### config.mk
export PLATFORM = sky130hd
export DESIGN_NAME = led_event_blinker_flat
export DESIGN_NICKNAME = d
export VERILOG_FILES = /design/src/rtl/led_event_blinker_if.sv /design/src/rtl/led_event_blinker.sv /design/src/flat_wrapper.sv
export SDC_FILE = /design/constraint.sdc
export NUM_CORES = 1
export LEC_CHECK = 0
export ABC_AREA = 1
export BUFFER_PORTS_ARGS = -buffer_cell sky130_fd_sc_hd__buf_4
export CAP_MARGIN = 15
export CORE_MARGIN = 2
export CORE_UTILIZATION = 66
export CTS_BUF_LIST = sky130_fd_sc_hd__clkbuf_8 sky130_fd_sc_hd__clkbuf_16
export DETAILED_ROUTE_END_ITERATION = 8
export GPL_TIMING_DRIVEN = 1
export PLACE_DENSITY = 0.93
export RECOVER_POWER = 100
export SETUP_SLACK_MARGIN = 0.3
export SYNTH_ARGS = -nofsm -noshare
export SYNTH_HDL_FRONTEND = slang
export SYNTH_SLANG_ARGS = --single-unit
### constraint.sdc
create_clock -name clk -period 3.8 [get_ports clk]
set_clock_uncertainty 0.2 [all_clocks]
set_input_delay 0.38 -clock clk [delete_from_list [all_inputs] [get_ports clk]]
set_output_delay 0.38 -clock clk [all_outputs]
set_load 0.01 [all_outputs]
### src/rtl/led_event_blinker_if.sv
// Event/clear request side and LED/status side of the event blinker.
// The master drives evt/clear; the slave (blinker) returns registered status.
interface led_event_blinker_if #(
  parameter int PW = 4
);
  logic          evt;
  logic          clear;
  logic          led;
  logic          busy;
  logic [PW-1:0] pending;
  logic          overflow;

  modport master (
    output evt, clear,
    input  led, busy, pending, overflow
  );

  modport slave (
    input  evt, clear,
    output led, busy, pending, overflow
  );
endinterface

### src/rtl/led_event_blinker.sv
// Stretches single-cycle events into ON_TIME-high / OFF_TIME-low LED blinks, one cycle after the event.
// No backpressure: extra events queue in a saturating counter; losses set sticky overflow.
module led_event_blinker #(
  parameter int ON_TIME  = 25000000,
  parameter int OFF_TIME = 25000000,
  parameter int CW       = 25,
  parameter int MAX_PEND = 15,
  parameter int PW       = 4
) (
  input logic                 clk,
  input logic                 reset,
  led_event_blinker_if.slave  bus
);

  typedef enum logic [1:0] {
    IDLE = 2'd0,
    ON   = 2'd1,
    OFF  = 2'd2
  } state_t;

  localparam logic [CW-1:0] ON_LOAD  = CW'(ON_TIME - 1);
  localparam logic [CW-1:0] OFF_LOAD = CW'(OFF_TIME - 1);
  localparam logic [PW-1:0] PEND_MAX = PW'(MAX_PEND);

  state_t        state, state_n;
  logic [CW-1:0] timer, timer_n;
  logic [PW-1:0] pend_q, pend_n;
  logic          ovf_q, ovf_n;
  logic          led_q, busy_q;
  logic          inc, dec;

  always_comb begin
    state_n = state;
    timer_n = timer;
    pend_n  = pend_q;
    ovf_n   = ovf_q;
    inc     = 1'b0;
    dec     = 1'b0;
    if (bus.clear) begin
      state_n = IDLE;
      timer_n = '0;
      pend_n  = '0;
      ovf_n   = 1'b0;
    end else begin
      case (state)
        IDLE: begin
          // The starting event is the blink itself, never queued.
          if (bus.evt) begin
            state_n = ON;
            timer_n = ON_LOAD;
          end
        end
        ON: begin
          inc = bus.evt;
          if (timer == '0) begin
            state_n = OFF;
            timer_n = OFF_LOAD;
          end else begin
            timer_n = timer - CW'(1);
          end
        end
        OFF: begin
          inc = bus.evt;
          if (timer == '0) begin
            if (pend_q != '0) begin
              state_n = ON;
              timer_n = ON_LOAD;
              dec     = 1'b1;
            end else if (bus.evt) begin
              // Empty queue: a same-cycle event starts the next blink directly.
              state_n = ON;
              timer_n = ON_LOAD;
              inc     = 1'b0;
            end else begin
              state_n = IDLE;
            end
          end else begin
            timer_n = timer - CW'(1);
          end
        end
        default: begin
          state_n = IDLE;
          timer_n = '0;
        end
      endcase

      if (inc && !dec) begin
        if (pend_q == PEND_MAX) begin
          ovf_n = 1'b1;
        end else begin
          pend_n = pend_q + PW'(1);
        end
      end else if (dec && !inc) begin
        pend_n = pend_q - PW'(1);
      end
    end
  end

  always_ff @(posedge clk or negedge reset) begin
    if (!reset) begin
      state  <= IDLE;
      timer  <= '0;
      pend_q <= '0;
      ovf_q  <= 1'b0;
      led_q  <= 1'b0;
      busy_q <= 1'b0;
    end else begin
      state  <= state_n;
      timer  <= timer_n;
      pend_q <= pend_n;
      ovf_q  <= ovf_n;
      led_q  <= (state_n == ON);
      busy_q <= (state_n != IDLE);
    end
  end

  assign bus.led      = led_q;
  assign bus.busy     = busy_q;
  assign bus.pending  = pend_q;
  assign bus.overflow = ovf_q;

endmodule
### src/flat_wrapper.sv
// flat-port wrapper written by rule: the top's interface ports become plain ports
module led_event_blinker_flat 
#(
  parameter int ON_TIME  = 25000000,
  parameter int OFF_TIME = 25000000,
  parameter int CW       = 25,
  parameter int MAX_PEND = 15,
  parameter int PW       = 4
)
  (clk, reset, bus_evt, bus_clear, bus_led, bus_busy, bus_pending, bus_overflow);
  led_event_blinker_if #(.PW(PW)) bus_i ();
  input logic clk;
  input logic reset;
  input wire logic [$bits(bus_i.evt)-1:0] bus_evt;
  input wire logic [$bits(bus_i.clear)-1:0] bus_clear;
  output wire logic [$bits(bus_i.led)-1:0] bus_led;
  output wire logic [$bits(bus_i.busy)-1:0] bus_busy;
  output wire logic [$bits(bus_i.pending)-1:0] bus_pending;
  output wire logic [$bits(bus_i.overflow)-1:0] bus_overflow;
  assign bus_i.evt = bus_evt;
  assign bus_i.clear = bus_clear;
  assign bus_led = bus_i.led;
  assign bus_busy = bus_i.busy;
  assign bus_pending = bus_i.pending;
  assign bus_overflow = bus_i.overflow;
  led_event_blinker #(.ON_TIME(ON_TIME), .OFF_TIME(OFF_TIME), .CW(CW), .MAX_PEND(MAX_PEND), .PW(PW)) u_core (.clk(clk), .reset(reset), .bus(bus_i));
endmodule
==> metrics.cfg <==
[run_status]
status=finished with violations
violations=capacitance limit, slew limit

[routing]
drt_iter0_drc=276
via_per_inst=5.86
dr.pass1.iters=5
wl_per_cell_um=15.0
ant_nets=0
via_count=2402
drc_errors=0
routed_wl_mm=6.17

[clock_network]
clkSinkCount=34
cts_made_buffers=5
cts.repair.resized=0
clockBufferDepth=2
clk_pin_slew_ns=0.07
htreeDepth=2
cts_setup_buffers=0
cts-root-buf=clkbuf_8
tritoncts=done
clk_latency_ns=0.30

[global_route]
grt_max_degree=35
first_global_vias=2386
track_usage_pct=33.3
use_met1_pct=44.1
grt_antenna_before_repair=0
grt_pass1_wl_mm=10.7
grt_overflow_total=0
busiest_layer=met2
met3_usage_pct=9.08
gr-usage-met2_pct=51.5

[critical_path]
cp_max_fo=8
end_kind=flop
start_kind=flop
cp.required_ns=3.84
reg2reg_depth=18
worstSetupPathType=flop to flop
cp.arrival_ns=3.21

[die]
die-area_um2=4250
coreArea_um2=3630
fp.dieW_um=65.2
die_y_um=65.2
row_count=22
pin_count=11
initial_utilization_pct=68.0

[place]
dp_cells=401
hpwl_mm=4.44
gp_congestion=0.942
port-buffer-count=10
dp_slack_ns=0.888

[layout]
layout-drive-gt1-share_pct=8.01
final_nets=373
syn_to_final_growth_pct=5.88
fin_cells=410
num_antenna_cells=0

[sta]
fmax_mhz=316
worstMarginPinSlew_ns=1.84
fin_tns_setup_ns=0
final.period_utilization_pct=83.3
rsz0062_at_grt=no
slew_violations=35
hold_viol_final=0
setup_violations=0
relSlewSlack_pct=-23.0
fin_ws_ns=0.633
period_needed_ns=3.17

[worst_hold_path]
hold_path.class=primary input to flop
holdPathStages=4

[synthesis]
ys.warnings.count=0
yosysSeqAreaShare_pct=34.4
synth_cells=346
synth.cell_area_um2=2470
ys_ff_latch=34
yosys.cell_types.count=34
synth_area_per_cell_um2=7.14
synth_fp_nets=358

[run]
maxCapViolations=1

[pwr]
p_leak_uw=0.00130
p_per_area_nw_per_um2=422
peakVddDrop_uv=356

-- repair_timing --
item | in CTS | in global routing
hold buffers | 1 | 0
endpoints found under the setup margin | 0 | 0
hold endpoints to repair | 34 | 0
-- layout by cell type (no fill, tap or decap), types with 2 or more instances in the layout --
cell type and instances:
nand2_1 70, nor2_1 60, inv_1 42, dfrtp_1 34, a21oi_1 28, o21ai_0 23
nand3_1 18, xor2_1 10, nand4_1 9, clkbuf_1 8, nor2_2 7, ha_1 7
clkbuf_8 6, o21ai_1 5, xnor2_1 4, buf_4 4, nand2_2 3, o211ai_1 3
nor3_1 2
-- cell families after synthesis --
kind of cell,share of synthesized area [%]
AND/OR/NAND/NOR,33.8
AO/OA/AOI/OAI,14.9
buffers and inverters,7.45
flip-flops,34.4
XOR/XNOR,4.96
adder cells (fa/ha/maj),4.36
-- routing by layer --
layer  vias to the layer above  share of wire, %
met5                         -                 0
met4                         0               1.9
met3                        10               8.4
met2                       108                47
met1                      1135                43
li1                       1149                 -
-- worst max-delay path: stages, from the launching register on --
cell and delay [ns]:
dfrtp_1 0.39, inv_1 0.08, ha_1 0.22, nand2_1 0.07
nor2_1 0.18, nand3_1 0.26, nor2_8 0.25, nand3_4 0.13
nand3_1 0.18, ha_1 0.30, a21oi_1 0.22, nand2_1 0.09
nand2_1 0.07, nand2_1 0.06, inv_1 0.05, nand4_1 0.08
nand2_1 0.09, nand3_1 0.09, nand2_1 0.09
-- area by class of cell --
cell class | count | area [µm²]
clock inverters | 2 | 12.5
well taps | 48 | 60.1
inverters | 44 | 165
flip-flops and latches | 34 | 851
fillers | 311 | 1020
multi-input cells | 263 | 1370
repair buffers | 13 | 70.1
clock buffers | 6 | 82.6
-- power by group --
group	internal [µW]	total, µW	switching, µW
combinational	121	365	244
clock	146	292	146
sequential	398	445	47.7
total	664	1100	439
-- worst paths after layout --
kind	start	slack, ns	endpoint
max	u_core.timer[0]	0.63	u_core.bus.pending[3]
min	bus_clear	0.16	u_core.bus.pending[1]
max reg2reg	u_core.timer[0]	0.63	u_core.bus.pending[3]
min reg2reg	u_core.bus.overflow	0.29	u_core.bus.overflow
max in group asynchronous	reset	1.42	u_core.bus.pending[0]
min in group asynchronous	reset	0.91	u_core.timer[5]
-- through the flow --
stage	cell area (µm²)	util, %	hold slack [ns]	total power [µW]
after floorplan	2470	-	-0.116	724
after global placement	2600	71.6	0.149	813
after detailed placement	2600	71.6	0.155	828
after CTS	2710	74.5	0.144	1120
after global routing	2620	72.0	0.181	1170
final	2620	72.0	0.155	1100
-- synth_stat cells --
cell       n  share of area [%]
nand2_1   68                 10
nor2_1    56                8.5
inv_1     39                5.9
dfrtp_1   34                 34
a21oi_1   28                5.7
o21ai_0   21                4.3
nand3_1   15                3.0
xor2_1    10                3.5
nand4_1    9                2.3
nor2_2     9                2.3
ha_1       7                3.5
o21ai_1    7                1.4
clkbuf_1   5               0.76
nand2_2    5                1.3
inv_2      4               0.61
xnor2_1    4                1.4
o211ai_1   3               0.91
nand3_2    2               0.81
nand3_4    2                1.4
nor2_4     2               0.91
nor2_8     2                1.6
nor3_1     2               0.41
a211oi_1   1               0.30
a22oi_1    1               0.30
a32oi_1    1               0.35
clkinv_1   1               0.15
fa_1       1               0.81
nand2_4    1               0.46
nand4_2    1               0.51
o21a_1     1               0.30
o21ai_2    1               0.35
o21bai_1   1               0.30
o22ai_1    1               0.25
o31ai_2    1               0.51
-- registers in the layout (all words and copies together), names as in the netlist --
name and cells:
u_core.timer 25, u_core.bus.pending 4, u_core.state 2, u_core.bus.busy 1, u_core.bus.led 1, u_core.bus.overflow 1
Note: power is estimated with default switching activity, not from simulation.
